$ cat config.mk
export PLATFORM = sky130hd
export DESIGN_NAME = multicycle_control_flat
export DESIGN_NICKNAME = d
export VERILOG_FILES = /design/src/rtl/multicycle_control_if.sv /design/src/rtl/multicycle_control.sv /design/src/flat_wrapper.sv
export SDC_FILE = /design/constraint.sdc
export NUM_CORES = 1
export LEC_CHECK = 0
export BUFFER_PORTS_ARGS = -buffer_cell sky130_fd_sc_hd__buf_2
export CAP_MARGIN = 30
export CORE_ASPECT_RATIO = 1.4
export CORE_MARGIN = 4
export CORE_UTILIZATION = 35
export DETAILED_ROUTE_END_ITERATION = 7
export PLACE_DENSITY = 0.61
export SLEW_MARGIN = 20
export SYNTH_ARGS = -nofsm -noshare
export SYNTH_HDL_FRONTEND = slang
export SYNTH_SLANG_ARGS = --single-unit
export TNS_END_PERCENT = 50
$ cat constraint.sdc
create_clock -name clk -period 2.3 [get_ports clk]
set_clock_uncertainty 0.15 [all_clocks]
set_input_delay 0.115 -clock clk [delete_from_list [all_inputs] [get_ports clk]]
set_output_delay 0.115 -clock clk [all_outputs]
set_load 0.01 [all_outputs]
$ cat src/rtl/multicycle_control_if.sv
// multicycle_control_if: instruction-register inputs and datapath strobes of the multicycle control unit
interface multicycle_control_if #(
    parameter int CNT_W = 32
);
    logic [5:0]       opcode;
    logic [5:0]       funct;
    logic             mem_ready;
    logic             pc_write;
    logic             pc_write_cond_eq;
    logic             pc_write_cond_ne;
    logic             iord;
    logic             mem_read;
    logic             mem_write;
    logic             ir_write;
    logic             mem_to_reg;
    logic             reg_dst;
    logic             reg_write;
    logic             link;
    logic             alu_src_a;
    logic [1:0]       alu_src_b;
    logic [1:0]       alu_op;
    logic [1:0]       pc_source;
    logic [3:0]       state;
    logic             instr_done;
    logic [CNT_W-1:0] retired;
    logic             illegal;

    modport master (
        input  opcode, funct, mem_ready,
        output pc_write, pc_write_cond_eq, pc_write_cond_ne, iord, mem_read, mem_write, ir_write,
               mem_to_reg, reg_dst, reg_write, link, alu_src_a, alu_src_b, alu_op, pc_source,
               state, instr_done, retired, illegal
    );

    modport slave (
        output opcode, funct, mem_ready,
        input  pc_write, pc_write_cond_eq, pc_write_cond_ne, iord, mem_read, mem_write, ir_write,
               mem_to_reg, reg_dst, reg_write, link, alu_src_a, alu_src_b, alu_op, pc_source,
               state, instr_done, retired, illegal
    );
endinterface

$ cat src/rtl/multicycle_control.sv
// multicycle_control: Moore FSM sequencing multicycle MIPS instructions; define MULTICYCLE_CONTROL_TRAP_EN to trap illegal opcodes/functs
module multicycle_control #(
    parameter int MEM_HS  = 1,
    parameter int MEM_LAT = 1,
    parameter int CNT_W   = 32
) (
    input logic                  clk,
    input logic                  rst_n,
    multicycle_control_if.master bus
);
`ifdef MULTICYCLE_CONTROL_TRAP_EN
    localparam logic TRAP_EN = 1'b1;
`else
    localparam logic TRAP_EN = 1'b0;
`endif
    localparam logic [5:0] OP_RTYPE = 6'b000000;
    localparam logic [5:0] OP_LW    = 6'b100011;
    localparam logic [5:0] OP_SW    = 6'b101011;
    localparam logic [5:0] OP_ADDI  = 6'b001000;
    localparam logic [5:0] OP_BEQ   = 6'b000100;
    localparam logic [5:0] OP_BNE   = 6'b000101;
    localparam logic [5:0] OP_J     = 6'b000010;
    localparam logic [5:0] OP_JAL   = 6'b000011;
    localparam logic [5:0] FN_JR    = 6'b001000;
    localparam logic [3:0] LAT_LAST = 4'(MEM_LAT - 1);

    typedef enum logic [3:0] {
        FETCH     = 4'd0,
        DECODE    = 4'd1,
        MEM_ADDR  = 4'd2,
        MEM_READ  = 4'd3,
        MEM_WB    = 4'd4,
        MEM_WRITE = 4'd5,
        R_EXEC    = 4'd6,
        R_WB      = 4'd7,
        BRANCH    = 4'd8,
        JUMP      = 4'd9,
        ADDI_EX   = 4'd10,
        ADDI_WB   = 4'd11,
        JAL       = 4'd12,
        JR        = 4'd13,
        TRAP      = 4'd14
    } state_t;

    state_t           state, state_n;
    logic [3:0]       wait_cnt;
    logic [CNT_W-1:0] retired;
    logic             done, funct_ok, instr_done;
    logic             pc_write, pc_write_cond_eq, pc_write_cond_ne, iord, mem_read, mem_write, ir_write;
    logic             mem_to_reg, reg_dst, reg_write, link, alu_src_a;
    logic [1:0]       alu_src_b, alu_op, pc_source;

    assign done     = (MEM_HS != 0) ? bus.mem_ready : (wait_cnt == LAT_LAST);
    assign funct_ok = bus.funct inside {6'b100000, 6'b100010, 6'b100100, 6'b100101, 6'b101010, FN_JR};

    // State register; reset aborts any instruction in flight
    always_ff @(posedge clk or negedge rst_n) begin
        if (!rst_n) state <= FETCH;
        else        state <= state_n;
    end

    // Wait counter restarts on every state change so each memory state times from zero; retired counts completions
    always_ff @(posedge clk or negedge rst_n) begin
        if (!rst_n) begin
            wait_cnt <= '0;
            retired  <= '0;
        end else begin
            wait_cnt <= (state_n == state) ? wait_cnt + 4'd1 : 4'd0;
            retired  <= retired + CNT_W'(instr_done);
        end
    end

    // Next-state and Moore output decode; only done gating and opcode selects look at inputs
    always_comb begin
        state_n          = state;
        pc_write         = 1'b0;
        pc_write_cond_eq = 1'b0;
        pc_write_cond_ne = 1'b0;
        iord             = 1'b0;
        mem_read         = 1'b0;
        mem_write        = 1'b0;
        ir_write         = 1'b0;
        mem_to_reg       = 1'b0;
        reg_dst          = 1'b0;
        reg_write        = 1'b0;
        link             = 1'b0;
        alu_src_a        = 1'b0;
        alu_src_b        = 2'b00;
        alu_op           = 2'b00;
        pc_source        = 2'b00;
        instr_done       = 1'b0;
        case (state)
            FETCH: begin
                mem_read  = 1'b1;
                alu_src_b = 2'b01;
                ir_write  = done;
                pc_write  = done;
                state_n   = done ? DECODE : FETCH;
            end
            DECODE: begin
                alu_src_b = 2'b11;
                case (bus.opcode)
                    OP_LW, OP_SW:   state_n = MEM_ADDR;
                    OP_RTYPE:       state_n = (bus.funct == FN_JR) ? JR : (TRAP_EN && !funct_ok) ? TRAP : R_EXEC;
                    OP_ADDI:        state_n = ADDI_EX;
                    OP_BEQ, OP_BNE: state_n = BRANCH;
                    OP_J:           state_n = JUMP;
                    OP_JAL:         state_n = JAL;
                    default: begin
                        state_n    = TRAP_EN ? TRAP : FETCH;
                        instr_done = !TRAP_EN;
                    end
                endcase
            end
            MEM_ADDR: begin
                alu_src_a = 1'b1;
                alu_src_b = 2'b10;
                state_n   = (bus.opcode == OP_SW) ? MEM_WRITE : MEM_READ;
            end
            MEM_READ: begin
                mem_read = 1'b1;
                iord     = 1'b1;
                state_n  = done ? MEM_WB : MEM_READ;
            end
            MEM_WB: begin
                reg_write  = 1'b1;
                mem_to_reg = 1'b1;
                instr_done = 1'b1;
                state_n    = FETCH;
            end
            MEM_WRITE: begin
                mem_write  = 1'b1;
                iord       = 1'b1;
                instr_done = done;
                state_n    = done ? FETCH : MEM_WRITE;
            end
            R_EXEC: begin
                alu_src_a = 1'b1;
                alu_op    = 2'b10;
                state_n   = R_WB;
            end
            R_WB: begin
                reg_dst    = 1'b1;
                reg_write  = 1'b1;
                instr_done = 1'b1;
                state_n    = FETCH;
            end
            ADDI_EX: begin
                alu_src_a = 1'b1;
                alu_src_b = 2'b10;
                state_n   = ADDI_WB;
            end
            ADDI_WB: begin
                reg_write  = 1'b1;
                instr_done = 1'b1;
                state_n    = FETCH;
            end
            BRANCH: begin
                alu_src_a        = 1'b1;
                alu_op           = 2'b01;
                pc_source        = 2'b01;
                pc_write_cond_eq = (bus.opcode == OP_BEQ);
                pc_write_cond_ne = (bus.opcode == OP_BNE);
                instr_done       = 1'b1;
                state_n          = FETCH;
            end
            JUMP: begin
                pc_write   = 1'b1;
                pc_source  = 2'b10;
                instr_done = 1'b1;
                state_n    = FETCH;
            end
            JAL: begin
                pc_write   = 1'b1;
                pc_source  = 2'b10;
                reg_write  = 1'b1;
                link       = 1'b1;
                instr_done = 1'b1;
                state_n    = FETCH;
            end
            JR: begin
                pc_write   = 1'b1;
                pc_source  = 2'b11;
                instr_done = 1'b1;
                state_n    = FETCH;
            end
            TRAP:    state_n = TRAP;
            default: state_n = FETCH;
        endcase
    end

    // Everything the datapath sees is held at zero while reset is asserted
    assign {bus.pc_write, bus.pc_write_cond_eq, bus.pc_write_cond_ne, bus.iord, bus.mem_read, bus.mem_write,
            bus.ir_write, bus.mem_to_reg, bus.reg_dst, bus.reg_write, bus.link, bus.alu_src_a, bus.alu_src_b,
            bus.alu_op, bus.pc_source, bus.state, bus.instr_done, bus.illegal} =
        rst_n ? {pc_write, pc_write_cond_eq, pc_write_cond_ne, iord, mem_read, mem_write,
                 ir_write, mem_to_reg, reg_dst, reg_write, link, alu_src_a, alu_src_b,
                 alu_op, pc_source, state, instr_done, TRAP_EN && (state == TRAP)} : '0;
    assign bus.retired = retired;
endmodule

$ cat src/flat_wrapper.sv
// flat-port wrapper written by rule: the top's interface ports become plain ports
module multicycle_control_flat 
#(
    parameter int MEM_HS  = 1,
    parameter int MEM_LAT = 1,
    parameter int CNT_W   = 32
)
  (clk, rst_n, bus_opcode, bus_funct, bus_mem_ready, bus_pc_write, bus_pc_write_cond_eq, bus_pc_write_cond_ne, bus_iord, bus_mem_read, bus_mem_write, bus_ir_write, bus_mem_to_reg, bus_reg_dst, bus_reg_write, bus_link, bus_alu_src_a, bus_alu_src_b, bus_alu_op, bus_pc_source, bus_state, bus_instr_done, bus_retired, bus_illegal);
  multicycle_control_if #(.CNT_W(CNT_W)) bus_i ();
  input logic clk;
  input logic rst_n;
  input wire logic [$bits(bus_i.opcode)-1:0] bus_opcode;
  input wire logic [$bits(bus_i.funct)-1:0] bus_funct;
  input wire logic [$bits(bus_i.mem_ready)-1:0] bus_mem_ready;
  output wire logic [$bits(bus_i.pc_write)-1:0] bus_pc_write;
  output wire logic [$bits(bus_i.pc_write_cond_eq)-1:0] bus_pc_write_cond_eq;
  output wire logic [$bits(bus_i.pc_write_cond_ne)-1:0] bus_pc_write_cond_ne;
  output wire logic [$bits(bus_i.iord)-1:0] bus_iord;
  output wire logic [$bits(bus_i.mem_read)-1:0] bus_mem_read;
  output wire logic [$bits(bus_i.mem_write)-1:0] bus_mem_write;
  output wire logic [$bits(bus_i.ir_write)-1:0] bus_ir_write;
  output wire logic [$bits(bus_i.mem_to_reg)-1:0] bus_mem_to_reg;
  output wire logic [$bits(bus_i.reg_dst)-1:0] bus_reg_dst;
  output wire logic [$bits(bus_i.reg_write)-1:0] bus_reg_write;
  output wire logic [$bits(bus_i.link)-1:0] bus_link;
  output wire logic [$bits(bus_i.alu_src_a)-1:0] bus_alu_src_a;
  output wire logic [$bits(bus_i.alu_src_b)-1:0] bus_alu_src_b;
  output wire logic [$bits(bus_i.alu_op)-1:0] bus_alu_op;
  output wire logic [$bits(bus_i.pc_source)-1:0] bus_pc_source;
  output wire logic [$bits(bus_i.state)-1:0] bus_state;
  output wire logic [$bits(bus_i.instr_done)-1:0] bus_instr_done;
  output wire logic [$bits(bus_i.retired)-1:0] bus_retired;
  output wire logic [$bits(bus_i.illegal)-1:0] bus_illegal;
  assign bus_i.opcode = bus_opcode;
  assign bus_i.funct = bus_funct;
  assign bus_i.mem_ready = bus_mem_ready;
  assign bus_pc_write = bus_i.pc_write;
  assign bus_pc_write_cond_eq = bus_i.pc_write_cond_eq;
  assign bus_pc_write_cond_ne = bus_i.pc_write_cond_ne;
  assign bus_iord = bus_i.iord;
  assign bus_mem_read = bus_i.mem_read;
  assign bus_mem_write = bus_i.mem_write;
  assign bus_ir_write = bus_i.ir_write;
  assign bus_mem_to_reg = bus_i.mem_to_reg;
  assign bus_reg_dst = bus_i.reg_dst;
  assign bus_reg_write = bus_i.reg_write;
  assign bus_link = bus_i.link;
  assign bus_alu_src_a = bus_i.alu_src_a;
  assign bus_alu_src_b = bus_i.alu_src_b;
  assign bus_alu_op = bus_i.alu_op;
  assign bus_pc_source = bus_i.pc_source;
  assign bus_state = bus_i.state;
  assign bus_instr_done = bus_i.instr_done;
  assign bus_retired = bus_i.retired;
  assign bus_illegal = bus_i.illegal;
  multicycle_control #(.MEM_HS(MEM_HS), .MEM_LAT(MEM_LAT), .CNT_W(CNT_W)) u_core (.clk(clk), .rst_n(rst_n), .bus(bus_i));
endmodule
Word level (Yosys, flattened, before mapping)
Index checks and enable logic that the tools add are counted.
Storage, ports and cells
  output and inout port bits: 56
  bits in registers: 36
  bits of input ports: 15
  logic and storage cells: 63
Operators by class
  reduce and logical (&&, ||, !) cells: 13
  eq/ne operators: 22
  multiplexer cells: 25
  add/sub/neg operators: 1
Operators with widths (number)
  $add 32x1->32: 1
  $pmux 4 s8: 1
  $eq 4x4->1 const B: 7
  $mux 24: 1
  $pmux 4 s6: 1
  $eq 4x3->1 const B: 4
  $mux 1: 13
  $eq 6x2->1 const B: 2
  $eq 6x3->1 const B: 2
  $eq 6x4->1 const B: 2
  $eq 6x6->1 const B: 2
  $pmux 2 s3: 2
  $reduce_or 2->1: 6
  $mux 3: 3
  $eq 4x2->1 const B: 2
  $reduce_or 4->1: 2
  $reduce_or 8->1: 1
  $reduce_or 7->1: 1
  $logic_not 6->1: 1
  $eq 4x1->1 const B: 1
  $logic_not 4->1: 1
  $mux 4: 1
  $pmux 2 s2: 1
  $pmux 1 s3: 1
  other kinds (2): 2

Depth between registers and ports, before layout
Gate-level depths: netlist (run 1).
  word-level depth: 5
  gate-level depth with buffers: 11
  gate-level depth less buffers: 10

Worst setup path after synthesis (run 1)
Ideal clock, no wire load.
  path kind: register to register
  from: register u_core.state[2]
  to: register u_core.retired[20], in the netlist u_core.bus.retired[20]
  stages on the path, launching flop included: 11
  path slack: -0.250 ns
  data required time: 2.024 ns
  buffers on the path: 1
  library setup time: 0.126 ns
  data arrival time: 2.274 ns
  period minus slack after synthesis: 2.550 ns
  cells stage by stage: dfrtp_1 -> clkbuf_1 -> nor4_1 -> o21a_1 -> nor3_1 -> ha_1 -> ha_1 -> nand2_1 -> nor4_4 -> nand4_1 -> xnor2_1
On the way
  cells in the longest elaborated chain, start to end: 4
  elaborated cells on any way between the ends: 12
  classes of those cells: add/sub (1); eq/ne (9); mux (1); reduce/logical (1)
RTL lines
  start: declaration: RTL line multicycle_control.sv:45  | state_t state, state_n;
  start signal: assignment: RTL line multicycle_control.sv:59  | else state <= state_n;
  $eq 4x3->1 / $eq 4x4->1 (equally long branches): RTL line multicycle_control.sv:92  | case (state)
  $reduce_or 7->1 (no line)
  $pmux 1 s3 *: RTL line multicycle_control.sv:92
  $add 32x1->32 *: RTL line multicycle_control.sv:69  | retired <= retired + CNT_W'(instr_done);
  end signal: assignment: RTL line multicycle_control.sv:69
  end: declaration: RTL line multicycle_control.sv:47  | logic [CNT_W-1:0] retired;
Mark *: on every way between the ends. The rest lies on a longest branch, timed or not.

Worst setup path in the final report (run 1)
Ends and elaborated chain as after synthesis.

==> flow_summary.toml, run 1 <==
[worst_hold_path]
hp-class = "in2async"

[critical_path]
endpoint_kind = "flip-flop"
critPathBufInv = 1
critPathTopFamily = "simple AND/OR/NAND/NOR gates"
critPathLaunchType = "flip-flop"
slowest_delay_ps = 440
path_class = "reg2reg"
crit_path_top_delay_cell = "dfrtp_2"
arrival_ps = 2380
path_cells = "nor3b_1, o21a_1, nor3_2, ha_2, ha_4, nand2_2, nor4_4, buf_6, nand4_1, xnor2_1"
critPathMaxFanout = 9
crit_required_ps = 2320

[synthesis]
yosys_most_used_dff = "dfrtp_1"
synth_top_area_share_pct = 42.7
avgSynthCellArea_sq_um = 9.30
synth-edff-count = 0
synth_cells = 227
synthesis.area_sq_mm = 0.00211
syn_nets = 244
synth.area.top_cells = "dfrtp_1, xnor2_1, nor2_1"
async_flop_share_pct = 100
synth_cell_types = 41
yosysTopAreaCell = "dfrtp_1"
yosys_warnings = 0
synth-seq-area-share_pct = 42.7
ys_ff_latch = 36

[timing]
rsz0062_at_grt = "yes"
tightest_slew_ps = 556
setup_ws_ps = -62.4
post-route-period-util_pct = 103
period_minus_slack_ps = 2360
max_freq_ghz = 0.423
setup_violations = 7
hold_viol = 0
slew_viol_final = 0
whs_ps = 41.8
max_slew_margin_pct = 62.0

[run_status]
violations = "negative setup slack"
status = "finished, violations left"

[floorplanning]
die_y_microns = 99.9
chipWidth_microns = 73.7
dieArea_sq_mm = 0.00736
row_count = 33
start_util_pct = 36.0
pin_count = 71
core-area_sq_mm = 0.00586

[grt]
antenna_found_initial = 0
grt_max_degree = 24
grt-ovfl-total = 0
grt_pass1_vias = 2002
grt_pass1_wl_microns = 9190
grt_use_total_pct = 15.6

[power]
clkPwrFrac_pct = 26.0
combPwrFrac_pct = 25.7
p_leak_nw = 1.47
ir_worst_vdd_mv = 0.354
p_seq_share_pct = 48.3
p_per_area_mw_per_mm2 = 557
p_sw_uw = 497
p_int_mw = 1.09
p_sw_share_pct = 31.3

[detailed_routing]
wl_microns = 5250
wire_per_inst_microns = 13.4
dr_total_vias = 1993
dr.first_iter.drc_count = 83
drcViolationCount = 0
drt_pass1_iterations = 4
avgViaCountPerCell = 5.07
ant_nets = 0

[layout]
final_cell_count_no_fill = 393
multi_input_area_sq_mm = 0.00118
nFillCells = 581
area_delta_synth_final_pct = 35.0
regArea_sq_um = 902
n_antenna_cell = 0
layout-drive-gt1-share_pct = 36.2
fin_nets = 340

[cts]
clk_pin_slew_worst_paths_ps = 70
cts-root-buf = "clkbuf_8"
clock-sinks = 36
cts_buffers = 5
h-tree-depth = 2
cts_tree = "yes"
clock_path_buffers = 2
clk_latency_ps = 280

[placed_design]
dpl.cell_count = 383
dpl.hpwl_microns = 4210
place.gp.congestion = 0.882
io_buffers = 69

[job]
drv_cap = 0
## cells in the final DEF, fill, tap and decap left out, types with 3 or more instances in the layout
cell | netlist | routed
a21oi_1 | 4 | 4
and2_1 | 6 | 6
and3_1 | 11 | 11
and4_1 | 3 | 3
buf_2 | 0 | 69
buf_4 | 1 | 29
clkbuf_8 | 0 | 5
dfrtp_1 | 36 | 35
inv_1 | 3 | 3
nand2_1 | 17 | 16
nand2b_1 | 6 | 6
nand3_1 | 14 | 14
nand4_1 | 11 | 11
nor2_1 | 22 | 22
nor3_1 | 11 | 10
nor4_1 | 5 | 5
xnor2_1 | 24 | 24
xor2_1 | 9 | 9
## final cells by class
type	count	area share, %
multi-input cells	176	41.3
repair buffers	101	20.9
well taps	70	3.07
clock buffers	6	2.55
flip-flops and latches	36	31.7
inverters	3	0.395
clock inverters	1	0.176
## state kept, by name (all words and copies together), names as in the netlist
signal and flops:
u_core.bus.retired 32, u_core.state 4
## synth_stat cells (3+ instances only)
| cell type | instances |
|---|---|
| nand2b_1 | 6 |
| xor2_1 | 9 |
| xnor2_1 | 24 |
| nor2_1 | 22 |
| a21oi_1 | 4 |
| and4_1 | 3 |
| nor4_1 | 5 |
| nand3_1 | 14 |
| and3_1 | 11 |
| dfrtp_1 | 36 |
| o21ai_0 | 3 |
| and2_1 | 6 |
| nand4_1 | 11 |
| nand2_1 | 17 |
| inv_1 | 3 |
| nor3_1 | 11 |
| clkbuf_1 | 11 |
## cells by family (layout without fill, tap and decap cells)
kind of cell               Yosys count  after routing  synth area share (%)
adders and majority gates            2              2                  1.18
AOI/OAI and AO/OA                   21             21                  7.05
xor gates and xnor gates            33             33                  13.7
DFF                                 36             36                  42.7
buffers and inverters               15            111                  2.84
muxes                                1              1                 0.474
and+or+nand+nor                    118            118                  31.9
other                                1              1                 0.178
## metal layers
layer / routed length [microns] / share of wire [%] / track usage, % / up-vias
met2: 2810 / 53 / 26.9 / 53
li1: - / - / - / 997
met5: 0 / 0 / 0 / -
met3: 252 / 4.8 / 3.11 / 10
met1: 2070 / 39 / 18.7 / 933
met4: 123 / 2.3 / 6.14 / 0
## repair_timing
item	in CTS	in global routing
setup buffers	0	1
hold buffers	2	0
endpoints found under the setup margin	16	28
hold endpoints to repair	37	0
pin swaps	0	1
resized for setup	1	1
## worst paths after layout
check | startpoint | endpoint | slack [ps] | cells after the start
max in group asynchronous | rst_n | u_core.bus.retired[16]$_DFF_PN0_ | 1460 | 3
min in group clk | bus_opcode[5] | u_core.state[3]$_DFF_PN0_ | 110 | 4
max reg2reg | u_core.state[2]$_DFF_PN0_ | u_core.bus.retired[20]$_DFF_PN0_ | -60 | 10
min reg2reg | u_core.bus.retired[31]$_DFF_PN0_ | u_core.bus.retired[31]$_DFF_PN0_ | 320 | 1
max | u_core.state[2]$_DFF_PN0_ | u_core.bus.retired[20]$_DFF_PN0_ | -60 | 10
min | rst_n | u_core.state[2]$_DFF_PN0_ | 40 | 2
## power groups by stage
stage / registers, mW / logic (mW) / clock network, mW
finish: 0.767 / 0.407 / 0.412
CTS: 0.767 / 0.416 / 0.432
detailed placement: 0.779 / 0.412 / 0
global placement: 0.779 / 0.403 / 0
floorplan: 0.796 / 0.203 / 0
global route: 0.778 / 0.455 / 0.462
## stage by stage
| stage | setup slack (ps) | utilization [%] | power [mW] | instance area [sq um] | TNS [ps] |
|---|---|---|---|---|---|
| after detailed placement | -112 | 46.7 | 1.19 | 2740 | -1080 |
| final | -62.4 | 48.6 | 1.59 | 2850 | -176 |
| after global placement | -50.9 | 46.7 | 1.18 | 2740 | -242 |
| after floorplan | -55.1 | - | 0.999 | 2170 | -319 |
| after global routing | -209 | 48.6 | 1.69 | 2850 | -3300 |
| after CTS | -103 | 48.5 | 1.61 | 2840 | -789 |
## worst register-to-register path: stages, from the launching register on
cell and delay (ps):
dfrtp_2 440, nor3b_1 150, o21a_1 200, nor3_2 140
ha_2 230, ha_4 150, nand2_2 70, nor4_4 290
buf_6 170, nand4_1 120, xnor2_1 150
Power figures use the tool's default switching activity.
==> run 2: changes to the inputs <==
--- a/config.mk
+++ b/config.mk
@@ -8,10 +8,12 @@
 export BUFFER_PORTS_ARGS = -buffer_cell sky130_fd_sc_hd__buf_2
 export CAP_MARGIN = 30
 export CORE_ASPECT_RATIO = 1.4
-export CORE_MARGIN = 4
+export CORE_MARGIN = 2
 export CORE_UTILIZATION = 35
 export DETAILED_ROUTE_END_ITERATION = 7
 export PLACE_DENSITY = 0.61
+export REMOVE_ABC_BUFFERS = 1
+export SKIP_LAST_GASP = 1
 export SLEW_MARGIN = 20
 export SYNTH_ARGS = -nofsm -noshare
 export SYNTH_HDL_FRONTEND = slang
==> run 2 against run 1 <==
Compared with the run above: the flow still finishes with violations (negative setup slack); final cell count rose by 1.8%; core utilization rose by 2.0 points; non-clock buffer count rose by 7; wire length rose by 7.0%; clock power rose by 18%; combinational power rose by 5.7%; critical path type unchanged; worst setup slack improved by 21 ps; first-iteration DRC count rose by 34%; design area rose by 4.1%; sequential share of layout area fell by 1.2 points; flip-flop and latch count did not move; fmax rose by 0.90%.
==> flow_summary.toml, run 2 (synthesized netlist as in run 1, its figures left out) <==
[run_status]
status = "finished, violations left"
violations = "negative setup slack"

[detailed_routing]
drt_pass1_iterations = 5
avgViaCountPerCell = 5.15
wl_microns = 5620
dr.first_iter.drc_count = 111
drcViolationCount = 0
dr_total_vias = 2060
ant_nets = 0
wire_per_inst_microns = 14.0

[layout]
layout_commonest_cell = "buf_2"
most-common-layout-cells = "buf_2, buf_4, dfrtp_1, xnor2_1, nor2_1"
fin_nets = 347
n_antenna_cell = 0
top_register = "u_core.bus.retired"
final_util_pct = 50.6
layout-drive-gt1-share_pct = 41.2
largest_reg_flops = 32
final_cell_count_no_fill = 400
area_delta_synth_final_pct = 40.5
top_regs = "u_core.bus.retired x32, u_core.state x4"

[timing]
post-route-period-util_pct = 102
hold_viol = 0
slew_viol_final = 0
max_slew_margin_pct = 59.5
tightest_slew_ps = 592
setup_ws_ps = -41.4
setup_violations = 9
rsz0062_at_grt = "yes"
max_freq_ghz = 0.427
period_minus_slack_ps = 2340

[cts]
cts-root-buf = "clkbuf_8"
clk_latency_ps = 290
h-tree-depth = 2
cts_tree = "yes"
clock_path_buffers = 2
cts_buffers = 5
clk_pin_slew_worst_paths_ps = 70
clock-sinks = 36

[floorplanning]
row_count = 33
start_util_pct = 36.0
die_y_microns = 95.9
dieArea_sq_mm = 0.00668
core-area_sq_mm = 0.00586
pin_count = 71
chipWidth_microns = 69.7

[critical_path]
r2r_setup_slack_ps = -40
arrival_ps = 2370
endpoint_kind = "flip-flop"
critPathMaxFanout = 5
crit_required_ps = 2330
path_class = "reg2reg"
critPathLaunchType = "flip-flop"

[worst_hold_path]
hp-class = "in2reg"

[grt]
grt_pass1_wl_microns = 9000
grt_pass1_vias = 1973
grt_max_degree = 27
antenna_found_initial = 0
grt_use_total_pct = 16.8
grt-ovfl-total = 0

[placed_design]
dpl.hpwl_microns = 4200
io_buffers = 69
pre_cts_ws_ps = -193
place.gp.congestion = 0.908
dpl.cell_count = 388

[power]
p_leak_nw = 1.53
ir_worst_vdd_mv = 0.426
p_per_area_mw_per_mm2 = 571
power_mw = 1.69

[job]
drv_cap = 0
==> run 2: critical path: stages, from the launching register on <==
cell and delay [ps]:
dfrtp_2 460, xnor2_2 160, nand2_1 90, o21ai_2 70, nor3_2 170, ha_2 220
ha_4 160, nand2_4 50, nor4_4 290, buf_6 160, nand4_1 110, xnor2_1 150
==> run 2: worst paths after layout <==
| path | start | to | cells after the start |
|---|---|---|---|
| worst max-delay path | u_core.state[2]$_DFF_PN0_ | u_core.bus.retired[18]$_DFF_PN0_ | 11 |
| min in group asynchronous | rst_n | u_core.bus.retired[3]$_DFF_PN0_ | 3 |
| worst max register to register | u_core.state[2]$_DFF_PN0_ | u_core.bus.retired[18]$_DFF_PN0_ | 11 |
| worst min register to register | u_core.bus.retired[31]$_DFF_PN0_ | u_core.bus.retired[31]$_DFF_PN0_ | 1 |
| max in group asynchronous | rst_n | u_core.bus.retired[24]$_DFF_PN0_ | 3 |
| worst min-delay path | bus_opcode[4] | u_core.state[3]$_DFF_PN0_ | 3 |
==> run 2: routing by layer <==
metal | GRT usage (%) | vias up | share of wire [%]
met3 | 3.46 | 15 | 4.2
met2 | 29.9 | 56 | 52
met1 | 19.7 | 977 | 41
li1 | - | 1012 | -
met4 | 7.37 | 0 | 3.1
met5 | 0 | - | 0
==> run 2: per-stage QoR <==
stage                     area, sq um  hold WS [ps]  TNS, ps
final                            2970          36.5     -251
after global routing             2970          62.2    -2170
after CTS                        2930         0.325     -699
after detailed placement         2750         -60.4    -2010
after global placement           2750         -61.8    -1100
after floorplan                  2060          -331    -6200
==> run 2: area by class of cell <==
type | instances | area, sq um
sequential | 36 | 903
tap | 70 | 87.6
inverter | 3 | 11.3
timing repair buffer | 108 | 644
fill | 572 | 2900
clock buffer | 7 | 96.3
multi-input combinational | 176 | 1220
==> run 2: repair_timing <==
action / CTS / global route
pin swaps: 8 / 11
endpoints found under the hold margin: 36 / 0
setup endpoints to repair: 14 / 29
gates resized for setup: 13 / 8
gates cloned: 1 / 0
hold buffers: 1 / 0
buffers inserted: 2 / 1
==> run 2: power by group <==
part	switching [mW]	total, mW	leakage [nW]	internal, mW
Sequential	0.0814	0.776	0.486	0.694
Combinational	0.225	0.430	0.990	0.206
Clock	0.221	0.488	0.0503	0.267
==> run 3: changes to the inputs <==
--- a/config.mk
+++ b/config.mk
@@ -11,7 +11,7 @@
 export CORE_MARGIN = 2
 export CORE_UTILIZATION = 35
 export DETAILED_ROUTE_END_ITERATION = 7
-export PLACE_DENSITY = 0.61
+export PLACE_DENSITY = 0.69
 export REMOVE_ABC_BUFFERS = 1
 export SKIP_LAST_GASP = 1
 export SLEW_MARGIN = 20
==> constraint.sdc (replaced) <==
create_clock -name clk -period 2.9 [get_ports clk]
set_clock_uncertainty 0.15 [all_clocks]
set_input_delay 0.145 -clock clk [delete_from_list [all_inputs] [get_ports clk]]
set_output_delay 0.145 -clock clk [all_outputs]
set_load 0.01 [all_outputs]
==> run 3 against run 2 <==
Compared with the run above: sequential power fell by 22%; final cell count fell by 6.8%; power fell by 26%; sequential share of layout area rose by 3.3 points; combinational power fell by 36%; worst setup slack improved by 280 ps; the run now ends clean; clock-buffer cell count rose by 1; fmax fell by 12%; non-clock buffer count fell by 28; via count fell by 5.1%; design area fell by 9.9%.
==> flow_summary.toml, run 3 (synthesized netlist as in run 1, its figures left out) <==
[cts]
clock-sinks = 36
clk_pin_slew_worst_paths_ps = 70
h-tree-depth = 2
cts_tree = "yes"
clock_path_buffers = 2
cts_buffers = 5
clk_latency_ps = 280
cts-root-buf = "clkbuf_8"

[layout]
layout-drive-gt1-share_pct = 30.7
area_delta_synth_final_pct = 26.6
nFillCells = 595
n_antenna_cell = 0
fin_nets = 319
most-common-layout-cells = "buf_2, dfrtp_1, xnor2_1, nor2_1, nand2_1"
top_regs = "u_core.bus.retired x32, u_core.state x4"
layout_commonest_cell = "buf_2"
top_register = "u_core.bus.retired"
largest_reg_flops = 32

[power]
p_per_area_mw_per_mm2 = 466
clkPwrFrac_pct = 29.0
p_seq_share_pct = 48.9
combPwrFrac_pct = 22.1
p_sw_share_pct = 30.8
p_int_uw = 862
ir_worst_vdd_mv = 0.283
p_sw_uw = 384
p_leak_nw = 1.37

[timing]
max_slew_margin_pct = 59.8
rsz0062_at_grt = "no"
post-route-period-util_pct = 91.8
slew_viol_final = 0
max_freq_ghz = 0.376
tightest_slew_ps = 598
hold_viol = 0
whs_ps = 58.8
setup_violations = 0
period_minus_slack_ps = 2660
fin_setup_tns_ps = 0

[detailed_routing]
drcViolationCount = 0
avgViaCountPerCell = 5.24
dr_total_vias = 1955
wire_per_inst_microns = 13.8
wl_microns = 5150
dr.first_iter.drc_count = 89
ant_nets = 0
drt_pass1_iterations = 4

[grt]
grt_use_total_pct = 16.0
grt_max_degree = 37
grt_pass1_wl_microns = 8600
grt-ovfl-total = 0
grt_pass1_vias = 1863
antenna_found_initial = 0

[critical_path]
critPathLaunchType = "flip-flop"
worstReg2RegStart = "u_core.state[1]$_DFF_PN0_"
path_class = "reg2reg"
setup.worst_path.start = "u_core.state[1]$_DFF_PN0_"
critPathMaxFanout = 10
endpoint_kind = "flip-flop"
arrival_ps = 2680
crit_required_ps = 2920

[job]
drv_cap = 0

[floorplanning]
core-area_sq_mm = 0.00586
start_util_pct = 36.0
die_y_microns = 95.9
chipWidth_microns = 69.7
dieArea_sq_mm = 0.00668
pin_count = 71
row_count = 33

[placed_design]
place.gp.congestion = 0.851
dpl.hpwl_microns = 3880
io_buffers = 69

[worst_hold_path]
hp-class = "in2reg"
min_from = "bus_opcode[4]"

[run_status]
status = "completed"
run 3: power by group through the flow:
stage / registers, mW / clock network (mW) / logic (mW)
after floorplan: 0.638 / 0 / 0.121
after global placement: 0.615 / 0 / 0.275
after detailed placement: 0.622 / 0 / 0.275
after CTS: 0.611 / 0.376 / 0.280
after global routing: 0.621 / 0.403 / 0.308
final: 0.609 / 0.362 / 0.275
run 3: worst max-delay path, stage by stage (launching register included):
cell      delay, ps
dfrtp_1         490
nand2b_1        180
nor3b_1          60
o21a_1          180
nor3_1          230
ha_1            210
nand3_1         220
nor4_4          340
buf_4           210
nand4_1         130
xnor2_1         160
run 3: metal layers:
layer  track usage, %  up-vias  share of wire, %
li1                 -      961                 -
met5                0        -                 0
met3             3.14       12               3.9
met2             27.6       52                51
met4             7.85        0               2.8
met1             19.3      930                42
run 3: what timing repair did:
| action | CTS | global route |
|---|---|---|
| hold buffers | 1 | 0 |
| endpoints found under the hold margin | 36 | 0 |
| gates resized for setup | 0 | 2 |
| buffers inserted | 0 | 4 |
| setup endpoints to repair | 0 | 18 |
run 3: final cells by class:
cell class	count	area [sq um]	area share (%)
Tap cell	70	87.6	3.28
Inverter	3	11.3	0.421
Sequential cell	36	903	33.8
Multi-Input combinational cell	176	1150	43.1
Timing Repair Buffer	80	430	16.1
Clock buffer	8	90.1	3.37
run 3: final timing paths:
| path | to | slack, ps | cells past startpoint |
|---|---|---|---|
| hold reg to reg | u_core.bus.retired[31]$_DFF_PN0_ | 320 | 1 |
| min in group asynchronous | u_core.state[3]$_DFF_PN0_ | 100 | 2 |
| setup reg to reg | u_core.bus.retired[27]$_DFF_PN0_ | 240 | 10 |
| setup / recovery | u_core.bus.retired[27]$_DFF_PN0_ | 240 | 10 |
| max in group asynchronous | u_core.state[2]$_DFF_PN0_ | 1820 | 3 |
| hold / removal | u_core.state[3]$_DFF_PN0_ | 60 | 3 |
run 3: per-stage QoR:
step / setup WS [ps] / std cells / utilization (%) / total power, mW / area [sq um]
floorplan: 199 / 215 / - / 0.759 / 2060
global placement: 134 / 360 / 43.3 / 0.890 / 2540
detailed placement: 14.0 / 360 / 43.3 / 0.897 / 2540
CTS: 25.3 / 369 / 45.0 / 1.27 / 2640
global route: 28.9 / 373 / 45.6 / 1.33 / 2670
finish: 237 / 373 / 45.6 / 1.25 / 2670
